==> config.mk <==
export PLATFORM = sky130hd
export DESIGN_NAME = unidade_controle_mc
export DESIGN_NICKNAME = d
export VERILOG_FILES = /design/src/rtl/rv_ctrl_pkg.sv /design/src/rtl/decod_instr.sv /design/src/rtl/unidade_controle_mc.sv
export SDC_FILE = /design/constraint.sdc
export NUM_CORES = 1
export LEC_CHECK = 0
export ABC_AREA = 1
export CAP_MARGIN = 20
export CORE_AREA = 2 2 67 50
export DETAILED_ROUTE_END_ITERATION = 12
export DIE_AREA = 0 0 69 52
export PLACE_DENSITY = 0.78
export SYNTH_ARGS = -nofsm -noshare
export SYNTH_HDL_FRONTEND = slang
export SYNTH_SLANG_ARGS = --single-unit
==> constraint.sdc <==
create_clock -name clock -period 2 [get_ports clock]
set_input_delay 0.3 -clock clock [delete_from_list [all_inputs] [get_ports clock]]
set_output_delay 0.3 -clock clock [all_outputs]
set_load 0.02 [all_outputs]
==> src/rtl/rv_ctrl_pkg.sv <==
// Purpose: shared types and encodings for the multicycle RV64I-subset control unit.
// Latency: n/a (declarations only).
// Backpressure: n/a.
// Contents: state enum with fixed debug codes, opcode/funct3 constants,
// ALU selector values, mux-select encodings, and the decoded instruction class.
package rv_ctrl_pkg;

  typedef enum logic [6:0] {
    S_RESET      = 7'd0,
    S_FETCH      = 7'd1,
    S_FETCH_WAIT = 7'd2,
    S_DECODE     = 7'd3,
    S_EX_R       = 7'd4,
    S_EX_I       = 7'd5,
    S_ADDR       = 7'd6,
    S_LD_MEM     = 7'd7,
    S_LD_WAIT    = 7'd8,
    S_LD_WB      = 7'd9,
    S_SD_MEM     = 7'd10,
    S_BRANCH     = 7'd11,
    S_LUI        = 7'd12,
    S_JAL        = 7'd13,
    S_WB_ALU     = 7'd14,
    S_HALT       = 7'd127
  } state_t;

  localparam logic [6:0] OP_R      = 7'b0110011;
  localparam logic [6:0] OP_IMM    = 7'b0010011;
  localparam logic [6:0] OP_LOAD   = 7'b0000011;
  localparam logic [6:0] OP_STORE  = 7'b0100011;
  localparam logic [6:0] OP_BRANCH = 7'b1100011;
  localparam logic [6:0] OP_LUI    = 7'b0110111;
  localparam logic [6:0] OP_JAL    = 7'b1101111;

  localparam logic [2:0] F3_ADD = 3'b000;
  localparam logic [2:0] F3_DW  = 3'b011;  // doubleword ld/sd
  localparam logic [2:0] F3_BEQ = 3'b000;
  localparam logic [2:0] F3_BNE = 3'b001;

  localparam logic [2:0] ALU_NOP = 3'b000;
  localparam logic [2:0] ALU_ADD = 3'b001;
  localparam logic [2:0] ALU_SUB = 3'b010;

  localparam logic [1:0] ALUB_B   = 2'b00;
  localparam logic [1:0] ALUB_4   = 2'b01;
  localparam logic [1:0] ALUB_IMM = 2'b10;

  localparam logic [1:0] PCS_INC    = 2'b00;
  localparam logic [1:0] PCS_ALUOUT = 2'b01;

  localparam logic [1:0] M2R_ALU = 2'b00;
  localparam logic [1:0] M2R_MDR = 2'b01;
  localparam logic [1:0] M2R_PC4 = 2'b10;
  localparam logic [1:0] M2R_IMM = 2'b11;

  // Branches are split by condition so the FSM never needs funct3 itself.
  typedef enum logic [3:0] {
    C_BAD, C_R, C_I, C_LD, C_SD, C_BEQ, C_BNE, C_LUI, C_JAL
  } iclass_t;

endpackage

==> src/rtl/decod_instr.sv <==
// Purpose: classify the latched instruction word for the control FSM.
// Latency: purely combinational, zero cycles.
// Backpressure: none; output follows instr directly.
// Ports: instr (IR contents) in; iclass, is_sub (R-type SUB), illegal
// (unknown opcode, or known opcode with an unsupported funct3) out.
module decod_instr
  import rv_ctrl_pkg::*;
(
  input  logic [31:0] instr,
  output iclass_t     iclass,
  output logic        is_sub,
  output logic        illegal
);

  logic [6:0] opcode;
  logic [2:0] funct3;
  logic       unused_bits;

  assign opcode = instr[6:0];
  assign funct3 = instr[14:12];
  // Register/immediate fields belong to the datapath, not to control.
  assign unused_bits = ^{instr[31], instr[29:15], instr[11:7]};

  always_comb begin
    iclass  = C_BAD;
    is_sub  = 1'b0;
    illegal = 1'b0;
    case (opcode)
      OP_R: begin
        iclass  = C_R;
        is_sub  = instr[30];
        illegal = (funct3 != F3_ADD);
      end
      OP_IMM: begin
        iclass  = C_I;
        illegal = (funct3 != F3_ADD);
      end
      OP_LOAD: begin
        iclass  = C_LD;
        illegal = (funct3 != F3_DW);
      end
      OP_STORE: begin
        iclass  = C_SD;
        illegal = (funct3 != F3_DW);
      end
      OP_BRANCH: begin
        // A bad funct3 still lands in BRANCH; illegal then diverts to HALT.
        iclass  = (funct3 == F3_BNE) ? C_BNE : C_BEQ;
        illegal = (funct3 != F3_BEQ) && (funct3 != F3_BNE);
      end
      OP_LUI:  iclass = C_LUI;
      OP_JAL:  iclass = C_JAL;
      default: begin
        iclass  = C_BAD;
        illegal = 1'b1;
      end
    endcase
  end

endmodule

==> src/rtl/unidade_controle_mc.sv <==
// Purpose: multicycle control FSM driving every datapath strobe and mux select.
// Latency: 4 to 7 cycles per instruction including FETCH; outputs decode the state register.
// Backpressure: none; memories are assumed to answer within the fixed wait states.
// Ports: clock, reset (sync, active-high), instr, alu_zero in; estado (debug state
// code), memory/register strobes, ALU and mux selects, excecao (sticky illegal) out.
module unidade_controle_mc
  import rv_ctrl_pkg::*;
#(
  parameter int STATE_W = 7
) (
  input  logic               clock,
  input  logic               reset,
  input  logic [31:0]        instr,
  input  logic               alu_zero,
  output logic [STATE_W-1:0] estado,
  output logic               IMemRead,
  output logic               LoadIR,
  output logic               PCWrite,
  output logic               LoadA,
  output logic               LoadB,
  output logic               LoadAluOut,
  output logic               LoadMDR,
  output logic               DMemWrite,
  output logic               RegWrite,
  output logic               AluSrcA,
  output logic [1:0]         AluSrcB,
  output logic [2:0]         AluOp,
  output logic [1:0]         PCSource,
  output logic [1:0]         MemToReg,
  output logic               excecao
);

  state_t  state;
  iclass_t iclass;
  logic    is_sub;
  logic    illegal;

  decod_instr u_decod (
    .instr   (instr),
    .iclass  (iclass),
    .is_sub  (is_sub),
    .illegal (illegal)
  );

  assign estado = STATE_W'(state);

  always_ff @(posedge clock) begin
    if (reset) begin
      state <= S_RESET;
    end else begin
      case (state)
        S_RESET:      state <= S_FETCH;
        S_FETCH:      state <= S_FETCH_WAIT;
        S_FETCH_WAIT: state <= S_DECODE;
        S_DECODE: begin
          case (iclass)
            C_R:          state <= S_EX_R;
            C_I:          state <= S_EX_I;
            C_LD, C_SD:   state <= S_ADDR;
            C_BEQ, C_BNE: state <= S_BRANCH;
            C_LUI:        state <= S_LUI;
            C_JAL:        state <= S_JAL;
            default:      state <= S_HALT;
          endcase
        end
        S_EX_R, S_EX_I: state <= illegal ? S_HALT : S_WB_ALU;
        S_ADDR: begin
          if (illegal)           state <= S_HALT;
          else if (iclass == C_SD) state <= S_SD_MEM;
          else                   state <= S_LD_MEM;
        end
        S_LD_MEM:  state <= S_LD_WAIT;
        S_LD_WAIT: state <= S_LD_WB;
        S_BRANCH:  state <= illegal ? S_HALT : S_FETCH;
        S_LD_WB, S_SD_MEM, S_LUI, S_JAL, S_WB_ALU: state <= S_FETCH;
        S_HALT:    state <= S_HALT;
        default:   state <= S_RESET;
      endcase
    end
  end

  // Execute states with an unsupported funct3 assert nothing, so a bad
  // instruction never disturbs the AluOut register, memory, regfile or PC.
  always_comb begin
    IMemRead   = 1'b0;
    LoadIR     = 1'b0;
    PCWrite    = 1'b0;
    LoadA      = 1'b0;
    LoadB      = 1'b0;
    LoadAluOut = 1'b0;
    LoadMDR    = 1'b0;
    DMemWrite  = 1'b0;
    RegWrite   = 1'b0;
    AluSrcA    = 1'b0;
    AluSrcB    = ALUB_B;
    AluOp      = ALU_NOP;
    PCSource   = PCS_INC;
    MemToReg   = M2R_ALU;
    excecao    = 1'b0;
    case (state)
      S_FETCH: IMemRead = 1'b1;
      S_FETCH_WAIT: begin
        IMemRead = 1'b1;
        LoadIR   = 1'b1;
      end
      S_DECODE: begin
        // Branch/jump target PC + imm is precomputed here into AluOut.
        LoadA      = 1'b1;
        LoadB      = 1'b1;
        LoadAluOut = 1'b1;
        AluSrcA    = 1'b0;
        AluSrcB    = ALUB_IMM;
        AluOp      = ALU_ADD;
      end
      S_EX_R: begin
        if (!illegal) begin
          AluSrcA    = 1'b1;
          AluSrcB    = ALUB_B;
          AluOp      = is_sub ? ALU_SUB : ALU_ADD;
          LoadAluOut = 1'b1;
        end
      end
      S_EX_I, S_ADDR: begin
        if (!illegal) begin
          AluSrcA    = 1'b1;
          AluSrcB    = ALUB_IMM;
          AluOp      = ALU_ADD;
          LoadAluOut = 1'b1;
        end
      end
      S_WB_ALU: begin
        RegWrite = 1'b1;
        MemToReg = M2R_ALU;
        PCWrite  = 1'b1;
        PCSource = PCS_INC;
      end
      S_LD_WAIT: LoadMDR = 1'b1;
      S_LD_WB: begin
        RegWrite = 1'b1;
        MemToReg = M2R_MDR;
        PCWrite  = 1'b1;
        PCSource = PCS_INC;
      end
      S_SD_MEM: begin
        DMemWrite = 1'b1;
        PCWrite   = 1'b1;
        PCSource  = PCS_INC;
      end
      S_BRANCH: begin
        if (!illegal) begin
          AluSrcA = 1'b1;
          AluSrcB = ALUB_B;
          AluOp   = ALU_SUB;
          PCWrite = 1'b1;
          // Only Mealy output: taken-ness comes straight from the live ALU flag.
          if ((iclass == C_BEQ && alu_zero) || (iclass == C_BNE && !alu_zero))
            PCSource = PCS_ALUOUT;
        end
      end
      S_LUI: begin
        RegWrite = 1'b1;
        MemToReg = M2R_IMM;
        PCWrite  = 1'b1;
        PCSource = PCS_INC;
      end
      S_JAL: begin
        RegWrite = 1'b1;
        MemToReg = M2R_PC4;
        PCWrite  = 1'b1;
        PCSource = PCS_ALUOUT;
      end
      // HALT is absorbing until reset, so excecao stays set for as long as it must.
      S_HALT: excecao = 1'b1;
      default: ;
    endcase
  end

endmodule

Word-level counts from Yosys, hierarchy flattened --
Memory sizes are Yosys's and may differ from the RTL's. Index checks and enable logic that the tools add are counted.
Storage, ports and cells: register bits after elaboration 7, bits in read-only memories 112, input port bits 35, output and inout bits 27, logic and storage cells 79, memories kept 1
Memory list:
- (no name shown) | depth 16, width 7, read ports 1, clocked after memory_dff 0, write ports 0, RTL line unidade_controle_mc.sv:56 | case (iclass)
Cells by class: equal/unequal tests 28, multiplexer cells 31, reduce and logical (&&, ||, !) cells 18
Operators with widths (number):
- $pmux W7 S10 | 1
- $eq A7 B4 Y1 const B | 7
- $eq A7 B3 Y1 const B | 4
- $pmux W4 S7 | 1
- $eq A7 B2 Y1 const B | 3
- $eq A7 B6 Y1 const B | 3
- $eq A7 B7 Y1 const B | 3
- $mux W7 | 3
- $mux W1 | 13
- $eq A4 B3 Y1 const B | 3
- $reduce_or A2 Y1 | 6
- $mux W2 | 5
- $pmux W2 S4 | 1
- $reduce_or A4 Y1 | 2
- $eq A7 B1 Y1 const B | 1
- $eq A7 B5 Y1 const B | 1
- $logic_not A7 Y1 | 1
- $pmux W1 S2 | 3
- $pmux W2 S3 | 1
- $reduce_or A6 Y1 | 1
- $reduce_or A5 Y1 | 1
- $mux W4 | 1
- $pmux W1 S4 | 1
- $pmux W2 S2 | 1
- 8 further kinds | 10

Depth between registers and ports, before layout --
word-level depth 9, mapped depth 14, depth with buffers taken out 14

Hierarchy --
From an unflattened synthesis, not the netlist that was laid out.
Second synthesis, totals: cell total of the unflattened synthesis 187, area total of the unflattened synthesis 959.7 sq um
Modules (own cells, without submodules):
- unidade_controle_mc | times used 1, cells an instance 137, area an instance 721.9 sq um
- decod_instr | times used 1, cells an instance 50, area an instance 237.7 sq um

Worst setup path before layout --
No wires, ideal clock.
kind input port to output port, from in instr[1], to out PCSource[0], arrival 1.695 ns, required time 1.700 ns, slack 0.005 ns, cell stages on the path 10, buffers on the path 0, cells stage by stage nand2_2 nor2_1 nand2_4 clkinv_2 nor3_1 inv_1 ha_1 mux2_2 nand2_1 o21ai_1
On the way: cells in the longest elaborated chain, start to end 8
RTL lines:
- start, declared | RTL line unidade_controle_mc.sv:13 | input logic [31:0] instr,
- $eq A7 B7 Y1, or another cell as far along | RTL line decod_instr.sv:28 | case (opcode)
- $pmux W4 S7 | RTL line decod_instr.sv:28
- $eq A4 B3 Y1 | RTL line unidade_controle_mc.sv:156 | if ((iclass == C_BEQ && alu_zero) || (iclass == C_BNE && !alu_zero))
- $logic_and A1 B1 Y1 | RTL line unidade_controle_mc.sv:156
- $logic_or A1 B1 Y1 | RTL line unidade_controle_mc.sv:156
- $mux W1 | RTL line unidade_controle_mc.sv:156
- $mux W1 (*) | RTL line unidade_controle_mc.sv:150 | if (!illegal) begin
- $pmux W1 S2 (*) | RTL line unidade_controle_mc.sv:100 | case (state)
- end, declared | RTL line unidade_controle_mc.sv:28 | output logic [1:0] PCSource,
Every way passes the cells marked *; elsewhere a longest branch is shown, timed or not.

Final worst setup path --
from in instr[2], to out PCSource[0]
The elaborated chain is that of the path after synthesis.

==> impl_results.md <==
* Psw at 0.000795 W
* Nets at 332
* Sequential power share at 11.9%
* Core box area at 2980 um^2
* Die ar. at 3590 um^2
* Final Total Pwr at 0.00155 W
* Hold_buf cts at 0
* Total track usage at 24.5%
* Final setup skew at 0.00851 ns
* Reg-to-Reg Start: estado[3]$_SDFF_PP0_
* Final Critical Period at 2.16 ns
* Largest register FFs at 5
* Htree depth at 1
* Die W at 69 um
* Critical Path End: PCSource[0]
* Yosys top cell by area: nand2_1
* Fill cells at 200
* Port-buffer cells at 37
* FF-to-FF End: estado[0]$_SDFF_PP0_
* Bufs on Longest Clock Path at 2
* Max cap viols at 0
* Cell Area, Synth at 1080 um^2
* Int Power at 0.000755 W
* Final Cycle Share at 108%
* Drt total wl at 5.58 mm
* Gate power share at 75.3%
* Clock share of power at 12.8%
* Routed Antenna Nets at 0
* Detail Placement HPWL at 2.69 mm
* DP Worst Slack at -0.961 ns
* Synth area leaders: nand2_1, nand3_1, inv_1
* Crit Path Class: in -> out
* DRT Pass-1 Iters at 5
* Power Dens Cells at 705 nW/um^2
* Total clock sinks at 5
* Drt via density at 5.35
* Root Buffer: clkbuf_8
* Net Sw Frac at 51.3%
* CP Capture Type: output port
* TritonCTS buffer count at 3
* Routed len/inst at 17.0 um
* Commonest non-fill, non-tap cells in the layout: buf_4, nand2_1, inv_1
* Worst Hold Class: in -> reg
* Synthesized flop and latch total at 5
* Share of layout cells above drive strength 1 at 55.7%
* Endpoints failing hold at 0
* Initial antenna violation count at 0
* Crit path launch: instr[2]
* GR Overflow Total at 0
* Critical path arrival at 1.86 ns
* Largest net degree at the start of global routing at 8
* P&R area growth vs syn at 104%
* Unrepaired setup endpoints after global routing: true
* Setup TNS at -0.233 ns
* Worst reg2reg setup slack at 0.28 ns
* Cell leakage power at 1.26 nW
* Vias in the first global route at 1472
* First-pass GRT wire length at 6.86 mm
* Seq/Total Area, Yosys at 9.29%
* Initial drt markers at 199
* Max Slew Vio Count at 0
* Worst-skew pair later-pin latency at 0.23 ns
* Synth warn at 0
* Die Y at 52 um
* Post-synth top area share at 13.6%
* GPL Wtd Cong at 0.877
* Final critical-path setup slack at -0.165 ns
* Cell count after synthesis at 189
* # IOs at 62
* Failing checks: negative setup slack
* Via Count at 1759
* Synth async-reset ratio at 0%
* Residual DRC at 0
* Maximum clock frequency at 462 MHz
* Mapped Avg Cell Area at 5.70 um^2
* Netlist cell types at 28
* Ys flop type: dfxtp_1
* Critical path data required time at 1.70 ns
* Initial core utilization at 36.2%
* Crit-path max FO at 4
* Reg2reg path depth at 12
* # setup viols final at 4
* Max VDD drop at 0.000603 V
* Non-filler cells, final at 329
* TritonCTS clock tree: done
* N_diodes at 0
* DP Cell Count at 305
* Number of flops mapped to enable cells by yosys at 0
* Startpoint type of the worst setup path: primary input
* Most common cell after layout, fill and taps aside: buf_4
* Clock transition at path regs at 0.04 ns
* Status: finished, violations left
* Row count at 17
-- worst min path at each step --
stage                               from                    to  slack (ns)  cells after the start
detailed placement  estado[0]$_SDFF_PP0_  estado[2]$_SDFF_PP0_        0.88                      6
global placement    estado[3]$_SDFF_PP0_  estado[3]$_SDFF_PP0_        0.87                      7
global route                       reset  estado[5]$_SDFF_PP0_        0.73                      2
finish                             reset  estado[2]$_SDFF_PP0_        0.72                      2
CTS                                reset  estado[5]$_SDFF_PP0_        0.71                      2
floorplan                          reset  estado[1]$_SDFF_PP0_        0.37                      1
-- area by class of cell --
class	count	area, um^2	area share (%)
Multi-Input combinational cell	140	985	44.8
Timing Repair Buffer	102	853	38.8
Inverter	40	166	7.57
Sequential cell	5	101	4.61
Tap cell	38	47.5	2.16
Clock buffer	4	45.0	2.05
-- critical path, cell delays in order --
cell	delay, ns
buf_8	0.11
inv_4	0.05
nand2_4	0.05
nor2_4	0.15
nand4_1	0.19
nand4_1	0.24
inv_2	0.09
ha_4	0.16
mux2_4	0.27
nand2_2	0.06
o21ai_1	0.05
buf_4	0.15
-- layer usage --
layer	vias up	wire (um)	track usage (%)	part of all wire, %
li1	780	-	-	-
met1	794	2100	30.4	38
met2	139	2540	45.0	46
met3	46	522	3.88	9.4
met4	0	413	5.56	7.4
met5	-	0	0	0
-- cell families (layout without fill, tap and decap cells) --
kind of cell               Yosys count  count (layout)  share of synthesized area, %
AOI/OAI and AO/OA                   11              11                          6.04
adders and majority gates            5               5                          5.81
buffers and inverters               46             146                          18.7
DFF                                  5               5                          9.29
muxes                                1               1                          1.05
other                                1               3                         0.348
and+or+nand+nor                    120             120                          58.8
-- synth_stat cells, types with 2 or more instances --
cell type  number
ha_1            5
inv_1          29
nor3_1          3
inv_4           2
dfxtp_1         5
a21oi_1         4
nor2_4          5
nor2_1         24
nand3_1        22
nand4_1         3
inv_2           8
nor2_2          6
buf_4           6
nand2_1        39
nand2_4         4
o21ai_1         3
nand2_2        10
-- what timing repair did --
| action | in CTS | in global routing |
|---|---|---|
| endpoints found under the hold margin | 0 | 0 |
| buffers inserted | 20 | 4 |
| pin swaps | 16 | 24 |
| setup endpoints to repair | 20 | 16 |
| resized for setup | 100 | 54 |
-- power by group through the flow --
| stage | registers, W | clock network [W] | logic [W] |
|---|---|---|---|
| floorplan | 0.000222 | 0 | 0.000543 |
| global placement | 0.000171 | 0 | 0.00104 |
| detailed placement | 0.000174 | 0 | 0.00105 |
| CTS | 0.000173 | 0.000192 | 0.00106 |
| global route | 0.000185 | 0.000207 | 0.00126 |
| finish | 0.000185 | 0.000198 | 0.00117 |
-- through the flow --
| step | area (um^2) | utilization (%) | hold WS [ns] |
|---|---|---|---|
| finish | 2200 | 73.8 | 0.716 |
| global route | 2200 | 73.8 | 0.734 |
| CTS | 2020 | 67.9 | 0.711 |
| detailed placement | 1800 | 60.3 | 0.880 |
| global placement | 1800 | 60.3 | 0.873 |
| floorplan | 1080 | - | 0.372 |
(Power assumes the default switching activity.)
